### config.mk
export PLATFORM = sky130hd
export DESIGN_NAME = counters_4_monitor
export DESIGN_NICKNAME = d
export VERILOG_FILES = /design/src/rtl/counters_4_monitor.sv
export SDC_FILE = /design/constraint.sdc
export NUM_CORES = 1
export LEC_CHECK = 0
export CAP_MARGIN = 15
export CORE_MARGIN = 2
export CORE_UTILIZATION = 63
export CTS_BUF_LIST = sky130_fd_sc_hd__clkbuf_8
export CTS_CLUSTER_SIZE = 20
export DETAILED_ROUTE_END_ITERATION = 6
export PLACE_DENSITY_LB_ADDON = 0.2
export SETUP_SLACK_MARGIN = 0.2
export SLEW_MARGIN = 10
export SYNTH_ARGS = -nofsm -noshare
export SYNTH_HDL_FRONTEND = slang
export SYNTH_SLANG_ARGS = --single-unit
### constraint.sdc
create_clock -name clk -period 6.3 [get_ports clk]
set_input_delay 0.945 -clock clk [delete_from_list [all_inputs] [get_ports clk]]
set_output_delay 0.945 -clock clk [all_outputs]
set_load 0.005 [all_outputs]
### src/rtl/counters_4_monitor.sv
// counters_4_monitor
//
// Event monitor placed after the four-counter sum stage. It samples the
// 2*SIZE-bit sum bus every cycle and detects:
//   WRAP  (kind 0): sum decreased; payload is the previous sample (the peak).
//   CROSS (kind 1): sum moved from below THRESH to at/above THRESH; payload is the new sum.
//   STALL (kind 2): sum unchanged for STALL_LIM consecutive compares; payload is the sum.
// Detected events are queued in a DEPTH-entry FIFO and drained over valid/ready.
//
// Optional feature: define STALL_DETECT_EN to build the stall counter and STALL
// detection. When undefined, STALL is never produced and STALL_LIM is ignored.
//
// Ports:
//   clk        clock, all state updates on the rising edge
//   rst        asynchronous active-low reset
//   en         monitoring enable (detection only; the FIFO always drains)
//   in         sum bus, 2*SIZE bits
//   evt_valid  FIFO non-empty
//   evt_ready  downstream accepts the head entry
//   evt_kind   head event type (0 WRAP, 1 CROSS, 2 STALL), 0 while empty
//   evt_data   head event payload, 0 while empty
//   level      current FIFO occupancy
//   overflow   sticky: an event was dropped because the FIFO was full

module counters_4_monitor #(
  parameter int unsigned SIZE      = 8,
  parameter int unsigned DEPTH     = 4,
  parameter int unsigned THRESH    = 200,
  parameter int unsigned STALL_LIM = 8
) (
  input  logic                   clk,
  input  logic                   rst,
  input  logic                   en,
  input  logic [2*SIZE-1:0]      in,
  output logic                   evt_valid,
  input  logic                   evt_ready,
  output logic [1:0]             evt_kind,
  output logic [2*SIZE-1:0]      evt_data,
  output logic [$clog2(DEPTH):0] level,
  output logic                   overflow
);

  localparam int unsigned W  = 2 * SIZE;
  localparam int unsigned AW = $clog2(DEPTH);

  localparam logic [W-1:0] ThreshW = W'(THRESH);

  localparam logic [1:0] KindWrap  = 2'd0;
  localparam logic [1:0] KindCross = 2'd1;
`ifdef STALL_DETECT_EN
  localparam logic [1:0] KindStall = 2'd2;
`endif

  // Elaboration-time parameter sanity checks.
  if (DEPTH < 2 || (DEPTH & (DEPTH - 1)) != 0) begin : g_bad_depth
    $error("DEPTH must be a power of two and at least 2");
  end
  if (STALL_LIM < 2) begin : g_bad_stall_lim
    $error("STALL_LIM must be at least 2");
  end

  typedef enum logic [1:0] {
    StIdle,
    StPrime,
    StRun
  } state_e;

  state_e         state_q, state_d;
  logic [W-1:0]   prev_q, prev_d;

  logic           det_valid;
  logic [1:0]     det_kind;
  logic [W-1:0]   det_data;

`ifdef STALL_DETECT_EN
  localparam int unsigned CW = $clog2(STALL_LIM) + 1;
  localparam logic [CW-1:0] StallLast = CW'(STALL_LIM - 1);
  localparam logic [CW-1:0] StallMax  = CW'(STALL_LIM);

  logic [CW-1:0]  stall_cnt_q, stall_cnt_d;
`endif

  // FIFO state: pointers carry one extra wrap bit so full and empty differ.
  logic [AW:0]    wptr_q, wptr_d;
  logic [AW:0]    rptr_q, rptr_d;
  logic           overflow_q, overflow_d;
  logic [1:0]     kind_mem [DEPTH];
  logic [W-1:0]   data_mem [DEPTH];

  logic           fifo_full;
  logic           pop;
  logic           do_push;

  //--------------------------------------------------------------------------
  // Detection FSM
  //--------------------------------------------------------------------------
  always_ff @(posedge clk or negedge rst) begin
    if (!rst) begin
      state_q <= StIdle;
      prev_q  <= '0;
    end else begin
      state_q <= state_d;
      prev_q  <= prev_d;
    end
  end

`ifdef STALL_DETECT_EN
  always_ff @(posedge clk or negedge rst) begin
    if (!rst) begin
      stall_cnt_q <= '0;
    end else begin
      stall_cnt_q <= stall_cnt_d;
    end
  end
`endif

  always_comb begin
    state_d   = state_q;
    prev_d    = prev_q;
    det_valid = 1'b0;
    det_kind  = KindWrap;
    det_data  = '0;
`ifdef STALL_DETECT_EN
    stall_cnt_d = stall_cnt_q;
`endif

    unique case (state_q)
      StIdle: begin
`ifdef STALL_DETECT_EN
        stall_cnt_d = '0;
`endif
        if (en) begin
          state_d = StPrime;
        end
      end

      // Capture a fresh reference so no compare uses a stale sample.
      StPrime: begin
        prev_d  = in;
        state_d = en ? StRun : StIdle;
`ifdef STALL_DETECT_EN
        stall_cnt_d = '0;
`endif
      end

      StRun: begin
        if (!en) begin
          state_d = StIdle;
        end else begin
          prev_d = in;
          if (in < prev_q) begin
            det_valid = 1'b1;
            det_kind  = KindWrap;
            det_data  = prev_q;
          end else if (prev_q < ThreshW && in >= ThreshW) begin
            det_valid = 1'b1;
            det_kind  = KindCross;
            det_data  = in;
          end
`ifdef STALL_DETECT_EN
          if (in == prev_q) begin
            // Saturate so a long stall fires exactly once.
            if (stall_cnt_q != StallMax) begin
              stall_cnt_d = stall_cnt_q + 1'b1;
            end
            if (stall_cnt_q == StallLast && !det_valid) begin
              det_valid = 1'b1;
              det_kind  = KindStall;
              det_data  = in;
            end
          end else begin
            stall_cnt_d = '0;
          end
`endif
        end
      end

      default: begin
        state_d = StIdle;
      end
    endcase
  end

  //--------------------------------------------------------------------------
  // Event FIFO
  //--------------------------------------------------------------------------
  assign evt_valid = (wptr_q != rptr_q);
  assign level     = wptr_q - rptr_q;
  assign fifo_full = (level == DEPTH[AW:0]);
  assign pop       = evt_valid & evt_ready;
  // A full FIFO still accepts a push when the head leaves in the same cycle.
  assign do_push   = det_valid & (~fifo_full | pop);

  always_comb begin
    wptr_d     = wptr_q;
    rptr_d     = rptr_q;
    overflow_d = overflow_q;
    if (do_push) begin
      wptr_d = wptr_q + 1'b1;
    end
    if (pop) begin
      rptr_d = rptr_q + 1'b1;
    end
    if (det_valid && fifo_full && !pop) begin
      overflow_d = 1'b1;
    end
  end

  always_ff @(posedge clk or negedge rst) begin
    if (!rst) begin
      wptr_q     <= '0;
      rptr_q     <= '0;
      overflow_q <= 1'b0;
    end else begin
      wptr_q     <= wptr_d;
      rptr_q     <= rptr_d;
      overflow_q <= overflow_d;
    end
  end

  // Storage needs no reset: outputs are masked while the FIFO is empty.
  always_ff @(posedge clk) begin
    if (do_push) begin
      kind_mem[wptr_q[AW-1:0]] <= det_kind;
      data_mem[wptr_q[AW-1:0]] <= det_data;
    end
  end

  assign evt_kind = evt_valid ? kind_mem[rptr_q[AW-1:0]] : '0;
  assign evt_data = evt_valid ? data_mem[rptr_q[AW-1:0]] : '0;
  assign overflow = overflow_q;

endmodule

==> impl_summary.log <==
[metrics] quantity of hold-fixing buffers added after cts: 0
[metrics] launching element type of the critical path: flip-flop
[metrics] fraction of layout instances using a drive strength above 1: 13.01%
[metrics] number of global-route vias before repair: 2515
[metrics] number of cell rows: 30
[metrics] clock tree from TritonCTS: built
[metrics] most area-consuming cells after synthesis: sky130_fd_sc_hd__edfxtp_1, sky130_fd_sc_hd__dfrtp_1, sky130_fd_sc_hd__mux4_2, sky130_fd_sc_hd__ha_1, sky130_fd_sc_hd__and2_1
[metrics] total instance count after detailed placement: 410
[metrics] worst reg2reg setup slack: 2590 ps
[metrics] worst slew margin relative to its limit: 37.08%
[metrics] worst supply voltage drop on vdd: 0.2204 mV
[metrics] remaining number of nets flagged by the antenna check after routing: 0
[metrics] beginning of the critical path: rptr_q[1]$_DFFE_PN0P_
[metrics] Max Fanout on Critical Path: 21
[metrics] Worst Setup Slack, final: 2382 ps
[metrics] internal cell power: 1.461 mW
[metrics] required time at the worst-slack endpoint: 5350 ps
[metrics] power per cell area: 406.5 nW/um2
[metrics] Clock Latency Late Sink: 350 ps
[metrics] area delta synth->final: 16.51%
[metrics] root buffer selected by CTS: sky130_fd_sc_hd__clkbuf_8
[metrics] Max Clock Skew: 10.75 ps
[metrics] Hold Worst Slack: 428.8 ps
[metrics] violation count after the first detailed-route iteration: 185
[metrics] area inside the core boundary: 6719 um2
[metrics] Die Height: 86.81 um
[metrics] critical register-to-register path startpoint: rptr_q[1]$_DFFE_PN0P_
[metrics] worst setup path category: reg -> out
[metrics] power dissipated by switching net loads: 0.5848 mW
[metrics] number of buffers inserted by post-CTS setup repair: 0
[metrics] global-route congestion overflow total: 0
[metrics] syn avg cell area: 14.50 um2
[metrics] top cell type's share of synthesized area: 47.26%
[metrics] biggest cell delay along the critical path: 970 ps
[metrics] power share of the combinational group: 38.8%
[metrics] Synth cell types: 40
[metrics] Final Hold Viols: 0
[metrics] Leakage: 1.881 nW
[metrics] Chip Width: 86.81 um
[metrics] aggregate global-route resource usage: 22.35%
[metrics] synthesis warning total: 0
[metrics] Die ar.: 7536 um2
[metrics] Hold WC Path Type: reg -> reg
[metrics] clk sinks: 93
[metrics] number of fillers in the final layout: 409
[metrics] shortest period the worst path allows: 3918 ps
[metrics] cell type contributing the most total cell area after synthesis: sky130_fd_sc_hd__edfxtp_1
[metrics] Via Count: 2545
[metrics] minimum setup slack after placement: 2321 ps
[metrics] Cell Chain, Critical Path: inv_1, ha_1, nand3_1, and2_1, clkdlybuf4s50_1
[metrics] most frequent standard cell in the layout excluding fill and tap cells: sky130_fd_sc_hd__edfxtp_1
[metrics] clk slew on worst S/H paths: 90 ps
[metrics] first-pass iteration count of the detailed router: 4
[metrics] portion of the post-synthesis area used by sequential elements: 61.74%
[metrics] initial antenna violation count: 0
[metrics] post_cts resized: 0
[metrics] Syn Inst Count: 298
[metrics] remaining routing DRC violations: 0
[metrics] slowest CP cell: sky130_fd_sc_hd__dfrtp_1
[metrics] Achievable Freq: 0.2553 GHz
[metrics] first-pass GRT wire length: 12430 um
[metrics] post-layout total power: 2.046 mW
[metrics] Initial Utilization: 64.30%
[metrics] fraction of power consumed by the clock network: 23.2%
[metrics] summed instance area of the synthesized netlist: 4320 um2
[metrics] H-Tree Level Count: 3
[metrics] accumulated negative setup slack: 0 ps
[metrics] sequential share of power: 38.1%
[metrics] EDFF count, synth: 68
[metrics] critical path arrival: 2970 ps
[metrics] number of pins exceeding their max-slew limit in the final report: 0
[metrics] sw frac: 28.58%
[metrics] net total in the final layout: 384
[metrics] Bufs and invs on worst path: 2
[metrics] post-DR vias/cell: 5.974
[metrics] post-synth net total: 341
[metrics] half-perimeter wire length after detailed placement: 5368 um
[metrics] CP endpoint kind: primary output
[metrics] buffer depth of the longest clock path: 2
[metrics] Top Ports: 43
[metrics] fraction of synthesis flops using an asynchronous set or reset pin: 26.88%
[metrics] average routed wire per standard cell: 18.10 um
[metrics] total routed wirelength: 7710 um
[metrics] Seq cells post-synth: 93
[metrics] Slew @ Worst Pin: 943.7 ps
[metrics] worst hold start: state_q[0]$_DFFE_PN0P_
[metrics] prevailing post-synth register cell: sky130_fd_sc_hd__edfxtp_1
[metrics] Top Family by Delay on Critical Path: flip-flops
[metrics] # setup viols final: 0
[metrics] Max-Cap Viols: 0
[metrics] pin count of the biggest net entering global routing: 26
[metrics] number of input and output port buffers inserted: 41
[metrics] global placement routability congestion: 0.8596
[metrics] Cell Count, Final, Fillers Out: 426
[metrics] commonest cells after routing, fill and taps aside: sky130_fd_sc_hd__edfxtp_1, sky130_fd_sc_hd__clkdlybuf4s50_1, sky130_fd_sc_hd__dfrtp_1, sky130_fd_sc_hd__and2_1
[metrics] total CTS buffers: 9
[metrics] result of the run: finished, final reports clean
[metrics] ANT cells: 0
[metrics] share of the clock period used by the worst path: 62.18%
[metrics] setup repair after global routing missed its margin: no
synthesized netlist by cell type, types with 2 or more instances:
cell and count:
sky130_fd_sc_hd__edfxtp_1 68, sky130_fd_sc_hd__dfrtp_1 25, sky130_fd_sc_hd__and2_1 23, sky130_fd_sc_hd__ha_1 22, sky130_fd_sc_hd__inv_1 22, sky130_fd_sc_hd__nand2_1 22
sky130_fd_sc_hd__o21ai_0 19, sky130_fd_sc_hd__mux4_2 17, sky130_fd_sc_hd__a22o_1 16, sky130_fd_sc_hd__a21oi_1 7, sky130_fd_sc_hd__clkbuf_1 7, sky130_fd_sc_hd__xnor2_1 5
sky130_fd_sc_hd__nand3_1 4, sky130_fd_sc_hd__nand4_1 4, sky130_fd_sc_hd__nor4_1 4, sky130_fd_sc_hd__buf_2 3, sky130_fd_sc_hd__nor2_1 3, sky130_fd_sc_hd__buf_6 2
sky130_fd_sc_hd__mux2_2 2, sky130_fd_sc_hd__nand2b_1 2, sky130_fd_sc_hd__nor2b_1 2
stage by stage:
stage	util, %	instance area [um2]
after floorplan	-	4320
after global placement	71.28	4790
after detailed placement	71.28	4790
after CTS	74.92	5034
after global routing	74.92	5034
final	74.92	5034
worst reg2reg max path, cell delays in order (launching register included):
cell and delay, ps:
sky130_fd_sc_hd__dfrtp_1 970, sky130_fd_sc_hd__inv_1 100, sky130_fd_sc_hd__ha_1 300, sky130_fd_sc_hd__nand3_1 450
sky130_fd_sc_hd__nand2_1 250, sky130_fd_sc_hd__and4_1 310, sky130_fd_sc_hd__a21oi_2 210, sky130_fd_sc_hd__and2_1 740
power groups by stage:
stage | Sequential, mW | Combinational (mW) | Clock [mW]
6_report | 0.779 | 0.794 | 0.474
5_1_grt | 0.788 | 0.881 | 0.505
4_1_cts | 0.780 | 0.805 | 0.480
3_5_place_dp | 0.793 | 0.799 | 0
3_3_place_gp | 0.790 | 0.785 | 0
2_1_floorplan | 0.758 | 0.465 | 0
sequential cells by signal, summed over array words and instances (netlist names):
name and cells:
data_mem 64, kind_mem 4, rptr_q 3, overflow 1
state_q 2, prev_q 16, wptr_q 3
layout make-up:
class	instances	area [um2]	area share [%]
clock buffer	9	123.9	2.461
clock inverter	7	120.1	2.386
inverter	22	82.58	1.641
multi-input combinational	170	1499	29.78
sequential	93	2668	53.00
tap	80	100.1	1.989
timing repair buffer	45	440.4	8.750
worst paths after layout:
check                                            endpoint  cells past startpoint
worst max-delay path                          evt_data[0]                      5
worst min-delay path               state_q[0]$_DFFE_PN0P_                      1
worst max register to register  data_mem[0][12]$_DFFE_PP_                      7
worst min register to register     state_q[0]$_DFFE_PN0P_                      1
max in group asynchronous          state_q[0]$_DFFE_PN0P_                      2
min in group asynchronous           wptr_q[0]$_DFFE_PN0P_                      2
metal layers:
metal | routed length [um] | GRT usage [%] | up-vias
met4 | 97 | 6.960 | 0
met1 | 3455 | 30.97 | 1264
met2 | 3864 | 36.29 | 73
met5 | 0 | 0 | -
li1 | - | - | 1199
met3 | 293 | 4.286 | 9
kinds of logic after synthesis:
group,share of synthesized area (%)
mux,9.644
other cells,0.08680
flops,61.74
simple gates,8.659
fa+ha+maj,6.835
xor+xnor,1.216
compound gates,8.254
buf+inv,3.562
(Power assumes the default switching activity.)
